$ cat config.mk
export PLATFORM = sky130hd
export DESIGN_NAME = seq_signed_divider
export DESIGN_NICKNAME = d
export VERILOG_FILES = /design/src/rtl/seq_signed_divider.sv
export SDC_FILE = /design/constraint.sdc
export NUM_CORES = 1
export LEC_CHECK = 0
export ABC_AREA = 1
export CAP_MARGIN = 20
export CORE_AREA = 2 2 118 120
export CTS_BUF_LIST = sky130_fd_sc_hd__clkbuf_8
export DETAILED_ROUTE_END_ITERATION = 8
export DIE_AREA = 0 0 120 122
export HOLD_SLACK_MARGIN = 0.12
export PLACE_DENSITY = 0.55
export SLEW_MARGIN = 20
export SYNTH_ARGS = -nofsm -noshare
export SYNTH_HDL_FRONTEND = slang
export SYNTH_SLANG_ARGS = --single-unit
$ cat constraint.sdc
create_clock -name clk -period 2 [get_ports clk]
set_clock_uncertainty 0.15 [all_clocks]
set_input_delay 0.6 -clock clk [delete_from_list [all_inputs] [get_ports clk]]
set_output_delay 0.6 -clock clk [all_outputs]
set_load 0.005 [all_outputs]
$ cat src/rtl/seq_signed_divider.sv
// Multi-cycle signed divider: 2N-bit dividend by N-bit divisor. It runs a radix-2
// restoring loop on magnitudes, then applies a sign fix-up and saturation.
module seq_signed_divider #(
  parameter int N = 8
) (
  input  logic             clk,
  input  logic             rst,
  input  logic             start,
  input  logic [2*N-1:0]   dividend,
  input  logic [N-1:0]     divisor,
  output logic             busy,
  output logic             done,
  output logic [N-1:0]     quotient,
  output logic [N-1:0]     remainder,
  output logic             ovf,
  output logic             dbz
);

  localparam int CW = $clog2(2*N+1);
  localparam logic [2*N-1:0] Q_LIM_POS = {{(N+1){1'b0}}, {(N-1){1'b1}}};
  localparam logic [2*N-1:0] Q_LIM_NEG = {{N{1'b0}}, 1'b1, {(N-1){1'b0}}};
  localparam logic [N-1:0]   Q_SAT_POS = {1'b0, {(N-1){1'b1}}};
  localparam logic [N-1:0]   Q_SAT_NEG = {1'b1, {(N-1){1'b0}}};

  typedef enum logic [1:0] {S_IDLE, S_RUN, S_FIX} state_t;

  state_t         r_state;
  logic [2*N-1:0] r_dvd;       // dividend magnitude shifts out MSB-first; quotient bits shift in
  logic [N-1:0]   r_dsr;
  logic [N:0]     r_prem;
  logic [CW-1:0]  r_cnt;
  logic           r_sign_q;
  logic           r_sign_r;
  logic           r_dbz;
  logic [N-1:0]   r_dvd_low;

  logic           r_busy;
  logic           r_done;
  logic [N-1:0]   r_quotient;
  logic [N-1:0]   r_remainder;
  logic           r_ovf;
  logic           r_dbz_out;

  logic [2*N-1:0] w_dvd_mag;
  logic [N-1:0]   w_dsr_mag;
  logic [N:0]     w_shift;
  logic [N:0]     w_sub;
  logic           w_ge;
  logic [2*N-1:0] w_qneg;
  logic [N-1:0]   w_rmag;
  logic [N-1:0]   w_rneg;
  logic           w_ovf;
  logic [N-1:0]   w_q_final;

  // Negating the most negative dividend yields 2^(2N-1), which is exact as unsigned.
  assign w_dvd_mag = dividend[2*N-1] ? -dividend : dividend;
  assign w_dsr_mag = divisor[N-1]    ? -divisor  : divisor;

  assign w_shift = {r_prem[N-1:0], r_dvd[2*N-1]};
  assign w_ge    = (w_shift >= {1'b0, r_dsr});
  assign w_sub   = w_shift - {1'b0, r_dsr};

  assign w_qneg  = -r_dvd;
  assign w_rmag  = r_prem[N-1:0];
  assign w_rneg  = -w_rmag;
  // A negative result may reach -2^(N-1); a positive one only 2^(N-1)-1.
  assign w_ovf   = r_sign_q ? (r_dvd > Q_LIM_NEG) : (r_dvd > Q_LIM_POS);

  always_comb begin
    w_q_final = r_sign_q ? w_qneg[N-1:0] : r_dvd[N-1:0];
    if (w_ovf) begin
      w_q_final = r_sign_q ? Q_SAT_NEG : Q_SAT_POS;
    end
  end

  always_ff @(posedge clk) begin
    if (rst) begin
      r_state     <= S_IDLE;
      r_dvd       <= '0;
      r_dsr       <= '0;
      r_prem      <= '0;
      r_cnt       <= '0;
      r_sign_q    <= 1'b0;
      r_sign_r    <= 1'b0;
      r_dbz       <= 1'b0;
      r_dvd_low   <= '0;
      r_busy      <= 1'b0;
      r_done      <= 1'b0;
      r_quotient  <= '0;
      r_remainder <= '0;
      r_ovf       <= 1'b0;
      r_dbz_out   <= 1'b0;
    end else begin
      r_done <= 1'b0;
      case (r_state)
        S_IDLE: begin
          if (start) begin
            r_dvd     <= w_dvd_mag;
            r_dsr     <= w_dsr_mag;
            r_sign_q  <= dividend[2*N-1] ^ divisor[N-1];
            r_sign_r  <= dividend[2*N-1];
            r_dbz     <= (divisor == '0);
            r_dvd_low <= dividend[N-1:0];
            r_prem    <= '0;
            r_cnt     <= '0;
            r_busy    <= 1'b1;
            r_state   <= S_RUN;
          end
        end
        S_RUN: begin
          r_prem <= w_ge ? w_sub : w_shift;
          r_dvd  <= {r_dvd[2*N-2:0], w_ge};
          r_cnt  <= r_cnt + CW'(1);
          if (r_cnt == CW'(2*N-1)) begin
            r_state <= S_FIX;
          end
        end
        S_FIX: begin
          if (r_dbz) begin
            r_quotient  <= '1;
            r_remainder <= r_dvd_low;
            r_ovf       <= 1'b0;
          end else begin
            r_quotient  <= w_q_final;
            r_remainder <= r_sign_r ? w_rneg : w_rmag;
            r_ovf       <= w_ovf;
          end
          r_dbz_out <= r_dbz;
          r_done    <= 1'b1;
          r_busy    <= 1'b0;
          r_state   <= S_IDLE;
        end
        default: r_state <= S_IDLE;
      endcase
    end
  end

  assign busy      = r_busy;
  assign done      = r_done;
  assign quotient  = r_quotient;
  assign remainder = r_remainder;
  assign ovf       = r_ovf;
  assign dbz       = r_dbz_out;

endmodule

==> impl_metrics.ini, run 1 <==
[outcome]
status = finished, final reports clean

[power]
leakage_nw = 2.44
power_frac_comb_pct = 52.7
net-switching-power_mw = 2.55
swShare_pct = 43.8
max-vdd-ir-drop_mv = 0.452
power.total_mw = 5.82
clkPwrFrac_pct = 17.9
p_int_mw = 3.27
p_seq_share_pct = 29.4
powerDensity_mw_per_mm2 = 1070

[grt]
grt_pass1_wl_um = 18700
grt_pass1_vias = 3932
grt_antenna_before_repair = 0
grt_max_degree = 32
grt.overflow.total = 0
grtUsageTotal_pct = 15.9

[critical_path]
path_cells = clkdlybuf4s50_1
path_buf_inv = 1
cp_slowest_cell = clkdlybuf4s50_1
cp_top_family = buffers and inverters
crit_required_ps = 1250
worstSetupPathType = flip-flop to output port
end_kind = output port
crit_arrival_ps = 1200
path_max_fanout = 2
max_stage_delay_ps = 500
reg2reg_from = r_dsr[6]
crit_path_start = remainder[0]
start_kind = flip-flop

[layout]
fin_util_pct = 40.2
post-route-cell-area_mm2 = 0.00543
nFillCells = 1398
drive_above_1_share_pct = 15.7
n_antenna_cell = 0
multi_input_area_mm2 = 0.00242
final_common_cell = nand2_1
finalNetCount = 738
final_cell_mix = nand2_1 (134), inv_1 (75), dfxtp_1 (66)
syn2layout_area_growth_pct = 30.2
register_area_mm2 = 0.00141

[timing]
hold_slack_ps = 307
relSlewSlack_pct = 74.6
min_period_ps = 1950
period_share_pct = 97.3
max_freq_mhz = 514
hold_viol_final = 0
slew_viol_final = 0
worst_slack_ps = 54.4
finalSetupViolCount = 0
rsz0062_at_grt = true
tightest_slew_ps = 379

[cts]
hold_buffers = 0
insertion_delay_ps = 350
clk_pin_slew_ps = 80
clk_path_buf_depth = 2
clock_sinks = 70
cts_tree = yes
root_buffer = clkbuf_8
cts_buffers = 9
ctsHtreeMaxLevel = 3

[floorplan]
rows = 43
num_io_pins = 47
start_util_pct = 30.9
die_h_um = 122
dieArea_mm2 = 0.0146
die_width_um = 120
core_area_mm2 = 0.0135

[detailed_routing]
drc = 0
drtAntennaViolNets = 0
wl_met2_um = 5120
wl_met3_um = 504
wirelength_um = 11300
drt_pre_antenna_iters = 4
wl_met1_um = 5520
drt_iter0_markers = 239
routed.top_layer = met4
via_per_inst = 4.73
wl_per_cell_um = 12.9
num_vias = 4159

[placed_design]
dp_slack_ps = -362
port_buffers = 46
dpl_cell_area_mm2 = 0.00516
dp_hpwl_um = 8750
place_congestion = 0.889

[job]
max_cap_viol_count = 0

[logic_synthesis]
syn_area_per_cell_um2 = 6.90
syn_nets = 647
ys_seq_area_share_pct = 33.6
synth_top_area_cell = dfxtp_1
ys_seq_elements = 70
yosys.cell_types.count = 46
synth_area_leaders = dfxtp_1 (34%), nand2_1 (12%), inv_1 (6.9%)
async_flop_share_pct = 0
yosysTopAreaCellShare_pct = 33.6
synthCells = 605
yosysWarnings = 0
synthesis.area_mm2 = 0.00417
yosys_most_used_dff = dfxtp_1
synth-edff-count = 0

[min_path]
min_from = quotient[3]
hold_class = flip-flop to flip-flop
worst min-delay path, cell delays in order, from the launching register on:
cell and delay [ps]:
dfxtp_1 320, nand2_1 60, nand2_1 40
layer usage:
layer | vias up | GRT usage [%]
met5 | - | 0
met4 | 0 | 5.07
met3 | 13 | 3.51
met2 | 78 | 25.6
met1 | 1870 | 21.3
li1 | 2198 | -
stage by stage:
step           TNS [ps]  std cells
2_1_floorplan         0        605
3_3_place_gp      -5670        864
3_5_place_dp      -6330        864
4_1_cts               0        879
5_1_grt           -45.3        880
6_report              0        880
Yosys cell counts (2+ instances only):
master and instances:
nand2_1 135, o21ai_0 38, inv_1 77, nand4_1 6, a211oi_1 4, nand3b_1 4, inv_2 4, clkbuf_1 6
buf_2 7, a22oi_1 8, o31ai_1 4, buf_4 2, nor3_1 5, dfxtp_1 70, ha_1 14, a31oi_1 11
nor2_4 6, xor2_1 15, nor2_1 51, o221ai_1 2, xnor2_1 2, nor2_2 2, a21oi_1 44, buf_6 4
nand2_2 3, nand3_1 54, o22ai_1 4, a32oi_1 5
timing repair:
action | CTS | global route
gates cloned | 0 | 1
pin swaps | 0 | 3
endpoints found under the setup margin | 2 | 21
resized for setup | 2 | 23
setup buffers | 0 | 0
final timing paths:
| path | endpoint | slack, ps | depth (start not counted) |
|---|---|---|---|
| max | remainder[0] | 50 | 1 |
| min | quotient[3] | 310 | 2 |
| max reg2reg | r_prem[2] | 140 | 9 |
| min reg2reg | quotient[3] | 310 | 2 |
sequential cells by signal, indices dropped and copies added (netlist names), 2 cells and up:
name,cells
quotient,8
r_cnt,5
r_dsr,8
r_dvd,16
r_dvd_low,8
r_prem,8
r_state,2
remainder,8
layout make-up:
| class | count | share of cell area [%] |
|---|---|---|
| tap | 180 | 4.15 |
| sequential | 70 | 25.9 |
| timing repair buffer | 100 | 16.6 |
| clock inverter | 4 | 0.415 |
| multi-input combinational | 434 | 44.6 |
| inverter | 81 | 5.60 |
| clock buffer | 11 | 2.79 |
power by group through the flow:
stage                     clock network, mW  registers (mW)  logic, mW
final                                  1.04            1.71       3.07
after global routing                   1.13            1.73       3.51
after CTS                              1.07            1.69       2.88
after detailed placement                  0            1.72       2.86
after global placement                    0            1.72       2.85
after floorplan                           0            1.68       2.22
kinds of logic after synthesis:
logic type                 after synthesis  share of synthesized area [%]
and+or+nand+nor                        273                           29.9
AOI/OAI and AO/OA                      128                           18.0
buffers and inverters                  102                           10.3
DFF                                     70                           33.6
xor gates and xnor gates                17                           3.57
adders and majority gates               15                           4.68
(Power assumes the default switching activity.)
==> run 2: changes to the inputs <==
--- a/config.mk
+++ b/config.mk
@@ -11,7 +11,7 @@
 export CTS_BUF_LIST = sky130_fd_sc_hd__clkbuf_8
 export DETAILED_ROUTE_END_ITERATION = 8
 export DIE_AREA = 0 0 120 122
-export HOLD_SLACK_MARGIN = 0.12
+export HOLD_SLACK_MARGIN = 0.08
 export PLACE_DENSITY = 0.55
 export SLEW_MARGIN = 20
 export SYNTH_ARGS = -nofsm -noshare
==> results of run 2 <==
Same layout as run 1: the final DEF is identical, and so are final timing and power.
